$ cat config.mk
export PLATFORM = sky130hd
export DESIGN_NAME = picorv32_mem_arbiter
export DESIGN_NICKNAME = d
export VERILOG_FILES = /design/src/rtl/picorv32_mem_arbiter.sv
export SDC_FILE = /design/constraint.sdc
export NUM_CORES = 1
export LEC_CHECK = 0
export BUFFER_PORTS_ARGS = -buffer_cell sky130_fd_sc_hd__buf_2
export CORE_ASPECT_RATIO = 0.9
export CORE_MARGIN = 2
export CORE_UTILIZATION = 30
export CTS_CLUSTER_SIZE = 25
export DETAILED_ROUTE_END_ITERATION = 16
export PLACE_DENSITY = 0.7
export SLEW_MARGIN = 30
export SYNTH_ARGS = -nofsm -noshare
export SYNTH_HDL_FRONTEND = slang
export SYNTH_SLANG_ARGS = --single-unit
$ cat constraint.sdc
create_clock -name clk -period 2.55 [get_ports clk]
set_input_delay 0.1275 -clock clk [delete_from_list [all_inputs] [get_ports clk]]
set_output_delay 0.1275 -clock clk [all_outputs]
set_load 0.05 [all_outputs]
$ cat src/rtl/picorv32_mem_arbiter.sv
// Two-requester arbiter sharing one PicoRV32 native memory port: one outstanding
// transfer, one idle cycle between transfers, and a watchdog for hung transfers.
module picorv32_mem_arbiter #(
  parameter int unsigned FIXED_PRIO = 0,
  parameter int unsigned TIMEOUT    = 1024,
  parameter logic [31:0] ERR_RDATA  = 32'hDEADBEEF
) (
  input  logic        clk,
  input  logic        reset,
  input  logic        m0_mem_valid,
  input  logic        m0_mem_instr,
  input  logic [31:0] m0_mem_addr,
  input  logic [31:0] m0_mem_wdata,
  input  logic [3:0]  m0_mem_wstrb,
  output logic        m0_mem_ready,
  output logic [31:0] m0_mem_rdata,
  input  logic        m1_mem_valid,
  input  logic        m1_mem_instr,
  input  logic [31:0] m1_mem_addr,
  input  logic [31:0] m1_mem_wdata,
  input  logic [3:0]  m1_mem_wstrb,
  output logic        m1_mem_ready,
  output logic [31:0] m1_mem_rdata,
  output logic        s_mem_valid,
  output logic        s_mem_instr,
  output logic [31:0] s_mem_addr,
  output logic [31:0] s_mem_wdata,
  output logic [3:0]  s_mem_wstrb,
  input  logic        s_mem_ready,
  input  logic [31:0] s_mem_rdata,
  output logic        timeout_err
);

  localparam int WDOG_BITS = $clog2(64'(TIMEOUT) + 64'd1);
  localparam int WDOG_W    = (TIMEOUT == 0) ? 1 : ((WDOG_BITS > 32) ? 32 : WDOG_BITS);
  localparam bit WDOG_EN   = (TIMEOUT != 0);
  localparam logic [WDOG_W-1:0] WDOG_LAST = WDOG_W'((TIMEOUT == 0) ? 0 : TIMEOUT - 1);
  localparam logic [WDOG_W-1:0] WDOG_MAX  = {WDOG_W{1'b1}};

  typedef enum logic [1:0] {
    ST_IDLE = 2'd0,
    ST_BUSY = 2'd1,
    ST_GAP  = 2'd2
  } state_t;

  state_t            state_q, state_d;
  logic              owner_q, owner_d;
  logic              last_grant_q, last_grant_d;
  logic [WDOG_W-1:0] wdog_q, wdog_d;
  logic              s_valid_q, s_valid_d;
  logic              s_instr_q, s_instr_d;
  logic [31:0]       s_addr_q, s_addr_d;
  logic [31:0]       s_wdata_q, s_wdata_d;
  logic [3:0]        s_wstrb_q, s_wstrb_d;
  logic              timeout_err_q, timeout_err_d;

  logic [1:0]        req_valid;
  logic [1:0]        req_instr;
  logic [31:0]       req_addr  [2];
  logic [31:0]       req_wdata [2];
  logic [3:0]        req_wstrb [2];
  logic              winner;
  logic [1:0]        ready_vec;
  logic [1:0]        ready_out;
  logic [31:0]       rdata_mux;

  assign req_valid    = {m1_mem_valid, m0_mem_valid};
  assign req_instr    = {m1_mem_instr, m0_mem_instr};
  assign req_addr[0]  = m0_mem_addr;
  assign req_addr[1]  = m1_mem_addr;
  assign req_wdata[0] = m0_mem_wdata;
  assign req_wdata[1] = m1_mem_wdata;
  assign req_wstrb[0] = m0_mem_wstrb;
  assign req_wstrb[1] = m1_mem_wstrb;

  // On a tie, round-robin hands the port to whoever did not win last time.
  always_comb begin
    if (req_valid == 2'b11) begin
      winner = (FIXED_PRIO != 0) ? 1'b0 : ~last_grant_q;
    end else begin
      winner = ~req_valid[0];
    end
  end

  always_comb begin
    state_d       = state_q;
    owner_d       = owner_q;
    last_grant_d  = last_grant_q;
    wdog_d        = wdog_q;
    s_valid_d     = s_valid_q;
    s_instr_d     = s_instr_q;
    s_addr_d      = s_addr_q;
    s_wdata_d     = s_wdata_q;
    s_wstrb_d     = s_wstrb_q;
    timeout_err_d = timeout_err_q;
    ready_vec     = 2'b00;
    rdata_mux     = s_mem_rdata;

    case (state_q)
      ST_IDLE: begin
        if (|req_valid) begin
          owner_d      = winner;
          last_grant_d = winner;
          s_valid_d    = 1'b1;
          s_instr_d    = req_instr[winner];
          s_addr_d     = req_addr[winner];
          s_wdata_d    = req_wdata[winner];
          s_wstrb_d    = req_wstrb[winner];
          wdog_d       = '0;
          state_d      = ST_BUSY;
        end
      end
      ST_BUSY: begin
        // A real completion beats a watchdog expiry landing in the same cycle.
        if (s_mem_ready) begin
          ready_vec[owner_q] = 1'b1;
          s_valid_d          = 1'b0;
          wdog_d             = '0;
          state_d            = ST_GAP;
        end else if (WDOG_EN && (wdog_q == WDOG_LAST)) begin
          ready_vec[owner_q] = 1'b1;
          rdata_mux          = ERR_RDATA;
          timeout_err_d      = 1'b1;
          s_valid_d          = 1'b0;
          wdog_d             = '0;
          state_d            = ST_GAP;
        end else if (wdog_q != WDOG_MAX) begin
          wdog_d = wdog_q + WDOG_W'(1);
        end
      end
      ST_GAP: begin
        state_d = ST_IDLE;
      end
      default: begin
        state_d = ST_IDLE;
      end
    endcase
  end

  always_ff @(posedge clk) begin
    if (reset) begin
      state_q       <= ST_IDLE;
      owner_q       <= 1'b0;
      last_grant_q  <= 1'b1;
      wdog_q        <= '0;
      s_valid_q     <= 1'b0;
      s_instr_q     <= 1'b0;
      s_addr_q      <= '0;
      s_wdata_q     <= '0;
      s_wstrb_q     <= '0;
      timeout_err_q <= 1'b0;
    end else begin
      state_q       <= state_d;
      owner_q       <= owner_d;
      last_grant_q  <= last_grant_d;
      wdog_q        <= wdog_d;
      s_valid_q     <= s_valid_d;
      s_instr_q     <= s_instr_d;
      s_addr_q      <= s_addr_d;
      s_wdata_q     <= s_wdata_d;
      s_wstrb_q     <= s_wstrb_d;
      timeout_err_q <= timeout_err_d;
    end
  end

  // A transfer cut short by reset must never report completion.
  for (genvar gi = 0; gi < 2; gi++) begin : g_ready
    assign ready_out[gi] = ready_vec[gi] & ~reset;
  end

  assign m0_mem_ready = ready_out[0];
  assign m1_mem_ready = ready_out[1];
  assign m0_mem_rdata = rdata_mux;
  assign m1_mem_rdata = rdata_mux;
  assign s_mem_valid  = s_valid_q;
  assign s_mem_instr  = s_instr_q;
  assign s_mem_addr   = s_addr_q;
  assign s_mem_wdata  = s_wdata_q;
  assign s_mem_wstrb  = s_wstrb_q;
  assign timeout_err  = timeout_err_q;

endmodule

* After elaboration in Yosys (flattened, before gate mapping) *
Cells that the tools add are included.

storage, ports and cells
  output and inout port bits = 137
  bits of input ports = 175
  register bits = 86
  word-level logic and storage cells = 71

cells by class
  muxes and demuxes = 33
  $add $sub $neg = 1
  eq/ne operators = 7
  bitwise logic cells = 7
  reductions and logical operators = 9
  $lt $le $gt $ge = 4

operator list
  operator                 number
  $mux W32                 9
  $mux W11                 4
  $pmux W11 S2             1
  $mux W2                  6
  $mux W4                  3
  $add A11 B1 Y11 const B  1
  $eq A11 B10 Y1 const B   1
  $ne A11 B11 Y1 const B   1
  $reduce_and A3 Y1        3
  $mux W1                  7
  $lt A1 B2 Y1 const B     2
  $ne A4 B4 Y1 const B     1
  $not A1 Y1               4
  $pmux W2 S2              1
  $reduce_and A2 Y1        2
  $ne A3 B3 Y1 const B     1
  $and A1 B1 Y1            2
  $eq A2 B1 Y1 const B     1
  $eq A2 B2 Y1 const B     1
  $ge A2 B2 Y1 const B     1
  $logic_not A2 Y1         1
  $ne A2 B2 Y1 const B     1
  $not A1 Y2               1
  $pmux W1 S2              1
  other kinds (5)          5

* Depth between registers and ports, before layout *
Gate-level depths: netlist (run 1).

  word-level depth = 8
  mapped depth = 7
  depth with buffers taken out = 5

* Worst setup path before layout (run 1) *
Ideal clock, no wire load.

  path type = register to output
  start point = register state_q[0]
  end point = output port m1_mem_rdata[0]
  buffers on the path = 3
  data arrival time = 2.164 ns
  slack = 0.259 ns
  required time = 2.423 ns
  cell stages (with the launch flop) = 8
  cells stage by stage = dfxtp_1 > or3b_1 > buf_6 > nor3_1 > nand3_1 > clkbuf_1 > nand2b_1 > buf_4

on the way
  word-level cells in the longest chain between the ends = 2

ends and longest elaborated chain
  element                 RTL line  source
  from (decl)             46        state_t state_q, state_d;
  from (signal assigned)  153       state_q <= state_d;
  $eq A2 B1 Y1            99        case (state_q)
  $mux W32                99
  to (decl)               23        output logic [31:0] m1_mem_rdata,

Every way passes these cells.

* Final worst setup path (run 1) *
  start point = register wdog_q[0]
  end point = output port m0_mem_ready

on the way
  word-level cells in the longest chain between the ends = 5

ends and longest elaborated chain
  element                 RTL line  source
  from (decl)             49        logic [WDOG_W-1:0] wdog_q, wdog_d;
  from (signal assigned)  156       wdog_q <= wdog_d;
  $eq A11 B10 Y1          120       end else if (WDOG_EN && (wdog_q == WDOG_LAST)) begin
  $mux W2                 120
  $mux W2                 115       if (s_mem_ready) begin
  $mux W2                 99
  $and A1 B1 Y1           168       assign ready_out[gi] = ready_vec[gi] & ~reset;
  to (decl)               15        output logic m0_mem_ready,

Every way passes these cells.

==> flow_summary.json, run 1 <==
{
  "status": "finished, final reports clean",
  "worst_hold_path_type": "primary input to register",
  "drt-total-wl_mm": 13.2,
  "synth_enable_flop_cells": 0,
  "critPathKind": "register to primary output",
  "cts_tree": "built",
  "cts_sinks": 86,
  "nets": 927,
  "via_count": 4434,
  "fill_cells": 1372,
  "synthArstFlopShare_pct": 0,
  "post_dp_cell_area_um2": 5960,
  "rows": 41,
  "wl_per_cell_um": 13.9,
  "via_per_inst": 4.67,
  "yosys.cell_types.count": 38,
  "grt_setup_unrepaired": "no",
  "reg2reg_slack_ns": 0.54,
  "final_util_pct": 44.6,
  "slew_viol_final": 0,
  "cp_num_buf_inv": 1,
  "multi_input_area_um2": 2250,
  "timing.rr.end": "wdog_q[4]$_SDFFE_PP0P_",
  "crit_fanout": 6,
  "powerDensity_nw_per_um2": 698,
  "grt_pass1_wl_mm": 20.9,
  "crit_slowest_cell": "dfxtp_1",
  "antenna_found_initial": 0,
  "critPathMaxStageDelay_ns": 0.41,
  "yosysTopAreaCell": "dfxtp_1",
  "cts_max_level": 3,
  "synth.top_cell.area_share_pct": 39.4,
  "timing_hold_violations_final": 0,
  "startpoint": "wdog_q[0]$_SDFFE_PP0P_",
  "dieArea_um2": 15500,
  "post_cts_buffers": 0,
  "start_kind": "register",
  "crit_end": "m0_mem_ready",
  "overflow": 0,
  "cts_root_buffer": "clkbuf_16",
  "vdd_drop_max_mv": 0.308,
  "drc": 0,
  "holdWs_ns": 0.115,
  "synth_seq_cells": 86,
  "cp_data_required_time_ns": 2.42,
  "rr_worst_depth": 5,
  "design_area_um2": 6290,
  "initial_utilization_pct": 31.0,
  "ios": 312,
  "synth_area_per_cell_um2": 9.04,
  "path_cells": "ha_1 > and3_1 > a31oi_1 > nor4b_2 > nor2b_1 > buf_2",
  "dr.pass1.iters": 4,
  "p_leak_nw": 3.19,
  "tns_ns": 0,
  "period_needed_ns": 2.37,
  "grt_usage_pct": 16.9,
  "endpoint_kind": "primary output",
  "tightest_slew_ns": 0.649,
  "finalSetupViolCount": 0,
  "clk_latency_ns": 0.34,
  "syn-cell-area_um2": 4370,
  "clk_pin_slew_worst_paths_ns": 0.07,
  "synthCells": 483,
  "reg2reg_from": "state_q[0]$_SDFFE_PP0P_",
  "cpLargestDelayFamily": "simple AND/OR/NAND/NOR gates",
  "place_ws_ns": 0.458,
  "cts_max_path_buffers": 2,
  "max_slew_margin_pct": 56.5,
  "grt_pass1_vias": 4061,
  "seq_area_frac_synth_pct": 39.4,
  "synth.area.top_cells": "dfxtp_1 39%, mux2i_1 16%, a211oi_1 12%",
  "fp.dieW_um": 131,
  "finalCritPeriodShare_pct": 92.9,
  "numCtsBuffers": 9,
  "synth_ff_type": "dfxtp_1",
  "die_y_um": 118,
  "gp_congestion": 0.853,
  "cap_viol_max_count": 0,
  "cp.depth": 6,
  "hpwlAfterDp_mm": 10.4,
  "coreArea_um2": 14100,
  "synthToLayoutAreaGrowth_pct": 44.1,
  "max_freq_mhz": 422,
  "seq_area_um2": 1720,
  "drtAntennaViolNets": 0,
  "crit_arrival_ns": 2.24,
  "portBuffers": 311,
  "syn-num-nets": 659,
  "grt_max_degree": 78,
  "layout-drive-gt1-share_pct": 46.7,
  "synth_most_common_cell": "dfxtp_1",
  "skew_ns": 0.00792,
  "ys_warn_count": 0,
  "antenna_cells": 0,
  "fin_ws_ns": 0.181,
  "drtIter0Drc": 187,
  "synth_common_cells": "86 x dfxtp_1, 78 x nor2_1, 71 x a211oi_1"
}
## tightest hold or removal path: cells and delay by family
family | cells | cell delay [ns]
mux | 1 | 0.11
buf+inv | 1 | 0.09
compound gates | 1 | 0.08
## metal layers
layer | wire length (um) | track usage [%]
met1 | 5280 | 19.3
met2 | 6390 | 28.7
met3 | 970 | 5.15
met4 | 570 | 8.08
met5 | 0 | 0
## flip-flops by register name (all words and copies together) (netlist names)
signal / count
timeout_err: 1
state_q: 2
owner_q: 1
s_mem_wdata: 32
s_mem_addr: 32
s_mem_instr: 1
s_mem_valid: 1
last_grant_q: 1
s_mem_wstrb: 4
wdog_q: 11
## cells by family (layout without fill, tap and decap cells)
logic type | after synthesis | in the layout | share of synthesized area [%]
fa+ha+maj | 1 | 1 | 0.286
mux | 69 | 69 | 15.8
buf+inv | 76 | 349 | 9.74
simple gates | 154 | 154 | 18.0
compound gates | 97 | 97 | 16.7
flops | 86 | 86 | 39.4
## report_power, final
part	switching, mW	internal [mW]	leakage, nW
Clock	0.593	0.782	0.150
Combinational	1.04	0.425	2.33
Sequential	0.0660	1.48	0.712
## what timing repair did
action                                  CTS  global route
endpoints found under the setup margin    0            65
resized for setup                         0             4
hold buffers                              0             0
## per-stage QoR
step | total power [mW] | cells
CTS | 4.46 | 949
global route | 4.62 | 949
detailed placement | 3.06 | 933
finish | 4.39 | 949
floorplan | 2.66 | 483
global placement | 3.05 | 933
## area by class of cell
type	instances	area share [%]
Clock inverter	7	1.37
Tap cell	193	3.84
Timing Repair Buffer	327	27.7
Clock buffer	9	3.58
Sequential cell	86	27.4
Multi-Input combinational cell	321	35.8
Inverter	6	0.358
## placed cells by master, fill, tap and decap left out, types with 4 or more instances in the layout
| master | count |
|---|---|
| buf_4 | 12 |
| nand2b_1 | 25 |
| and2_1 | 12 |
| dfxtp_1 | 86 |
| nor2_1 | 78 |
| mux2i_1 | 69 |
| a211oi_1 | 71 |
| buf_12 | 5 |
| a21oi_1 | 6 |
| clkbuf_16 | 9 |
| inv_1 | 6 |
| nand3_1 | 8 |
| buf_2 | 309 |
| o21ai_0 | 4 |
## worst min-delay path by stage
stage / startpoint / endpoint / slack (ns) / depth (start not counted)
after floorplan: reset / state_q[1]$_SDFFE_PP0P_ / 0.22 / 1
after global placement: wdog_q[10]$_SDFFE_PP0P_ / wdog_q[10]$_SDFFE_PP0P_ / 0.44 / 2
after detailed placement: wdog_q[10]$_SDFFE_PP0P_ / wdog_q[10]$_SDFFE_PP0P_ / 0.44 / 2
after CTS: m0_mem_addr[17] / s_mem_addr[17]$_SDFFE_PP0P_ / 0.1 / 3
after global routing: m0_mem_wdata[9] / s_mem_wdata[9]$_SDFFE_PP0P_ / 0.11 / 3
final: m0_mem_addr[17] / s_mem_addr[17]$_SDFFE_PP0P_ / 0.12 / 3
(Power assumes the default switching activity.)
==> run 2, diff against run 1 <==
CORE_MARGIN = default   (was 2)
RECOVER_POWER = 100   (was default)
==> flow_summary.json, run 2 (synthesis gave the netlist of run 1 again) <==
{
  "status": "finished, final reports clean",
  "crit_fanout": 6,
  "crit_slowest_cell": "dfxtp_1",
  "hpwlAfterDp_mm": 9.65,
  "portBuffers": 311,
  "cts_sinks": 86,
  "max_slew_margin_pct": 2.55,
  "nets": 919,
  "finalPower_mw": 4.23,
  "p_leak_nw": 2.86,
  "coreArea_um2": 14100,
  "powerDensity_nw_per_um2": 697,
  "grt_max_degree": 142,
  "drt-total-wl_mm": 12.5,
  "cpLargestDelayFamily": "simple AND/OR/NAND/NOR gates",
  "crit_arrival_ns": 2.23,
  "gp_congestion": 0.829,
  "start_kind": "register",
  "finalSetupViolCount": 0,
  "initial_utilization_pct": 31.0,
  "die_y_um": 116,
  "layoutNonFillerInstCount": 941,
  "cts_tree": "built",
  "dieArea_um2": 15000,
  "antenna_cells": 0,
  "skew_ns": 0.00977,
  "design_area_um2": 6060,
  "vdd_drop_max_mv": 0.384,
  "drtAntennaViolNets": 0,
  "grt_pass1_vias": 3831,
  "layout-drive-gt1-share_pct": 36.2,
  "p_clk_share_pct": 30.0,
  "p_sw_share_pct": 39.6,
  "timing_hold_violations_final": 0,
  "cts_root_buffer": "clkbuf_16",
  "fp.dieW_um": 129,
  "slew_viol_final": 0,
  "drtIter0Drc": 136,
  "ios": 312,
  "grt_setup_unrepaired": "no",
  "cp_num_buf_inv": 1,
  "numCtsBuffers": 9,
  "worst_hold_path_type": "primary input to register",
  "max_freq_mhz": 425,
  "wl_per_cell_um": 13.3,
  "drc": 0,
  "finalCritPeriodShare_pct": 92.4,
  "grt_pass1_wl_mm": 18.8,
  "critPathMaxStageDelay_ns": 0.41,
  "place_ws_ns": 0.480,
  "cts_max_level": 3,
  "synthToLayoutAreaGrowth_pct": 38.8,
  "cp_data_required_time_ns": 2.42,
  "pwr-share-seq_pct": 36.7,
  "internal_power_mw": 2.56,
  "layout_common_cells": "173 x buf_2, 86 x dfxtp_1, 78 x nor2_1",
  "clk_pin_slew_worst_paths_ns": 0.07,
  "tns_ns": 0,
  "overflow": 0,
  "cts_max_path_buffers": 2,
  "fin_ws_ns": 0.194,
  "endpoint_kind": "primary output",
  "final_common_cell": "buf_2",
  "via_count": 4352,
  "dp.cells": 924,
  "antenna_found_initial": 0,
  "path_cells": "ha_1 > and3_1 > a31oi_1 > nor4b_2 > nor2b_1 > clkbuf_2",
  "dr.pass1.iters": 4,
  "rows": 41,
  "critPathKind": "register to primary output",
  "cap_viol_max_count": 0,
  "power_frac_comb_pct": 33.3,
  "grt_usage_pct": 16.4,
  "post_dp_cell_area_um2": 5880,
  "via_per_inst": 4.62,
  "clk_latency_ns": 0.34,
  "tightest_slew_ns": 1.46,
  "period_needed_ns": 2.36,
  "p_sw_mw": 1.67
}
[run 2: cell count changes in the layout (fill, tap and decap cells not counted), sizes merged]
cell and delta:
clkbuf +141, dlygate4sd3 +1, bufinv -1, buf -149
[run 2: what timing repair did]
action | 4_1_cts | 5_1_grt
setup buffers | 0 | 0
hold buffers | 0 | 1
endpoints found under the hold margin | 0 | 1
resized for setup | 0 | 2
setup endpoints to repair | 0 | 2
[run 2: per-layer routing]
layer | share of wire, % | GRT usage [%]
met5 | 0 | 0
met1 | 42 | 17.9
met3 | 6.4 | 5.59
met2 | 49 | 29.6
met4 | 2.5 | 6.27
[run 2: area by class of cell]
class	instances	area [um^2]
sequential	86	1720
fill	1423	8040
clock inverter	6	51.3
multi-input combinational	321	2240
tap	193	241
clock buffer	10	239
inverter	6	22.5
timing repair buffer	319	1550
[run 2: worst paths after layout]
| kind | start | end | slack [ns] | cells after the start |
|---|---|---|---|---|
| setup / recovery | wdog_q[0]$_SDFFE_PP0P_ | m0_mem_ready | 0.19 | 6 |
| hold / removal | m0_mem_addr[10] | s_mem_addr[10]$_SDFFE_PP0P_ | 0.12 | 3 |
| setup reg to reg | state_q[1]$_SDFFE_PP0P_ | s_mem_wdata[28]$_SDFFE_PP0P_ | 0.28 | 4 |
| hold reg to reg | wdog_q[10]$_SDFFE_PP0P_ | wdog_q[10]$_SDFFE_PP0P_ | 0.45 | 2 |
[run 2: worst min-delay path: stages]
cell	delay, ns
buf_2	0.09
mux2i_1	0.11
a211oi_1	0.08
[run 2: per-stage QoR]
step / util [%] / hold WS (ns)
5_1_grt: 43.0 / 0.104
6_report: 43.0 / 0.116
2_1_floorplan: - / 0.223
4_1_cts: 43.8 / 0.00224
3_3_place_gp: 41.7 / 0.366
3_5_place_dp: 41.7 / 0.367
[run 2: power by group through the flow]
stage | logic [mW] | registers [mW] | clock network (mW)
floorplan | 0.629 | 2.03 | 0
global placement | 1.45 | 1.57 | 0
detailed placement | 1.46 | 1.58 | 0
CTS | 1.46 | 1.55 | 1.32
global route | 1.50 | 1.57 | 1.39
finish | 1.41 | 1.55 | 1.27
==> run 3, diff against run 2 <==
CORE_MARGIN = 5   (was default)
==> flow_summary.json, run 3 (synthesis gave the netlist of run 1 again) <==
{
  "status": "finished, final reports clean",
  "cts_max_level": 3,
  "drtIter0Drc": 249,
  "via_count": 4334,
  "start_kind": "register",
  "final_common_cell": "buf_2",
  "vdd_drop_max_mv": 0.323,
  "max_freq_mhz": 419,
  "via_per_inst": 4.61,
  "finalPower_mw": 4.18,
  "dr.pass1.iters": 4,
  "timing_hold_violations_final": 0,
  "grt_pass1_vias": 4133,
  "initial_utilization_pct": 30.9,
  "tightest_slew_ns": 1.28,
  "place_ws_ns": 0.403,
  "fin_ws_ns": 0.161,
  "antenna_cells": 0,
  "cts_tree": "built",
  "critPathKind": "register to primary output",
  "skew_ns": 0.00533,
  "cts_root_buffer": "clkbuf_16",
  "period_needed_ns": 2.39,
  "endpoint_kind": "primary output",
  "worst_hold_path_type": "primary input to register",
  "die_y_um": 124,
  "hold_buffers": 0,
  "portBuffers": 311,
  "slew_viol_final": 0,
  "cts_max_path_buffers": 2,
  "tns_ns": 0,
  "nets": 918,
  "grt_max_degree": 80,
  "crit_fanout": 33,
  "crit_arrival_ns": 2.26,
  "numCtsBuffers": 9,
  "cp_data_required_time_ns": 2.42,
  "layout_common_cells": "186 x buf_2, 86 x dfxtp_1, 78 x nor2_1",
  "p_leak_nw": 2.84,
  "layoutNonFillerInstCount": 940,
  "hpwlAfterDp_mm": 10.8,
  "cts_sinks": 86,
  "grt_pass1_wl_mm": 20.6,
  "clk_pin_slew_worst_paths_ns": 0.07,
  "dp.cells": 924,
  "rows": 41,
  "gp_congestion": 0.807,
  "max_slew_margin_pct": 14.4,
  "drt-total-wl_mm": 13.4,
  "coreArea_um2": 14200,
  "grt_usage_pct": 15.0,
  "fp.dieW_um": 137,
  "drtAntennaViolNets": 0,
  "layout-drive-gt1-share_pct": 36.5,
  "finalCritPeriodShare_pct": 93.7,
  "clk_latency_ns": 0.34,
  "antenna_found_initial": 0,
  "fill_cells": 1487,
  "synthToLayoutAreaGrowth_pct": 38.1,
  "powerDensity_nw_per_um2": 693,
  "drc": 0,
  "dieArea_um2": 17100,
  "finalSetupViolCount": 0,
  "cap_viol_max_count": 0,
  "ios": 312,
  "wl_per_cell_um": 14.3,
  "overflow": 0
}
run 3: stage by stage:
step / cell area, um^2 / util [%] / hold WS, ns
floorplan: 4370 / - / 0.223
global placement: 5870 / 41.5 / 0.436
detailed placement: 5870 / 41.5 / 0.444
CTS: 6150 / 43.4 / 0.0955
global route: 6030 / 42.6 / 0.100
finish: 6030 / 42.6 / 0.121
run 3: layer usage:
metal	vias to the layer above	share of wire [%]	GRT usage, %	wire length, um
li1	2232	-	-	-
met1	1889	39	17.1	5240
met2	208	51	27.1	6770
met3	5	9.8	4.89	1310
met4	0	0.59	3.17	79
met5	-	0	0	0
run 3: timing repair:
action | CTS | global route
endpoints found under the setup margin | 0 | 66
buffers inserted | 0 | 0
resized for setup | 0 | 4
run 3: final cells by class:
| cell class | instances | area [um^2] | area share (%) |
|---|---|---|---|
| Clock inverter | 7 | 55.1 | 0.913 |
| Tap cell | 193 | 241 | 4.00 |
| Sequential cell | 86 | 1720 | 28.5 |
| Clock buffer | 9 | 225 | 3.73 |
| Multi-Input combinational cell | 321 | 2240 | 37.1 |
| Timing Repair Buffer | 318 | 1530 | 25.3 |
| Inverter | 6 | 22.5 | 0.373 |
run 3: worst max-delay path, stage by stage, from the launching register on:
cell      delay, ns
dfxtp_1        0.41
ha_1           0.24
nand3_1        0.20
nor3_2         0.28
nand3_1        0.11
buf_4          0.24
and2_1         0.21
clkbuf_2       0.24
run 3: worst paths after layout:
path | from | end | slack [ns] | cells after the start
worst max-delay path | wdog_q[0]$_SDFFE_PP0P_ | m1_mem_rdata[8] | 0.16 | 7
worst min-delay path | m0_mem_addr[14] | s_mem_addr[14]$_SDFFE_PP0P_ | 0.12 | 3
worst max register to register | state_q[0]$_SDFFE_PP0P_ | wdog_q[4]$_SDFFE_PP0P_ | 0.40 | 4
worst min register to register | wdog_q[10]$_SDFFE_PP0P_ | wdog_q[10]$_SDFFE_PP0P_ | 0.46 | 2
run 3: power by group:
group          internal (mW)  total (mW)  switching, mW
clock network          0.670        1.23          0.559
registers               1.48        1.55         0.0693
logic                  0.365        1.40           1.03
total                   2.52        4.18           1.66
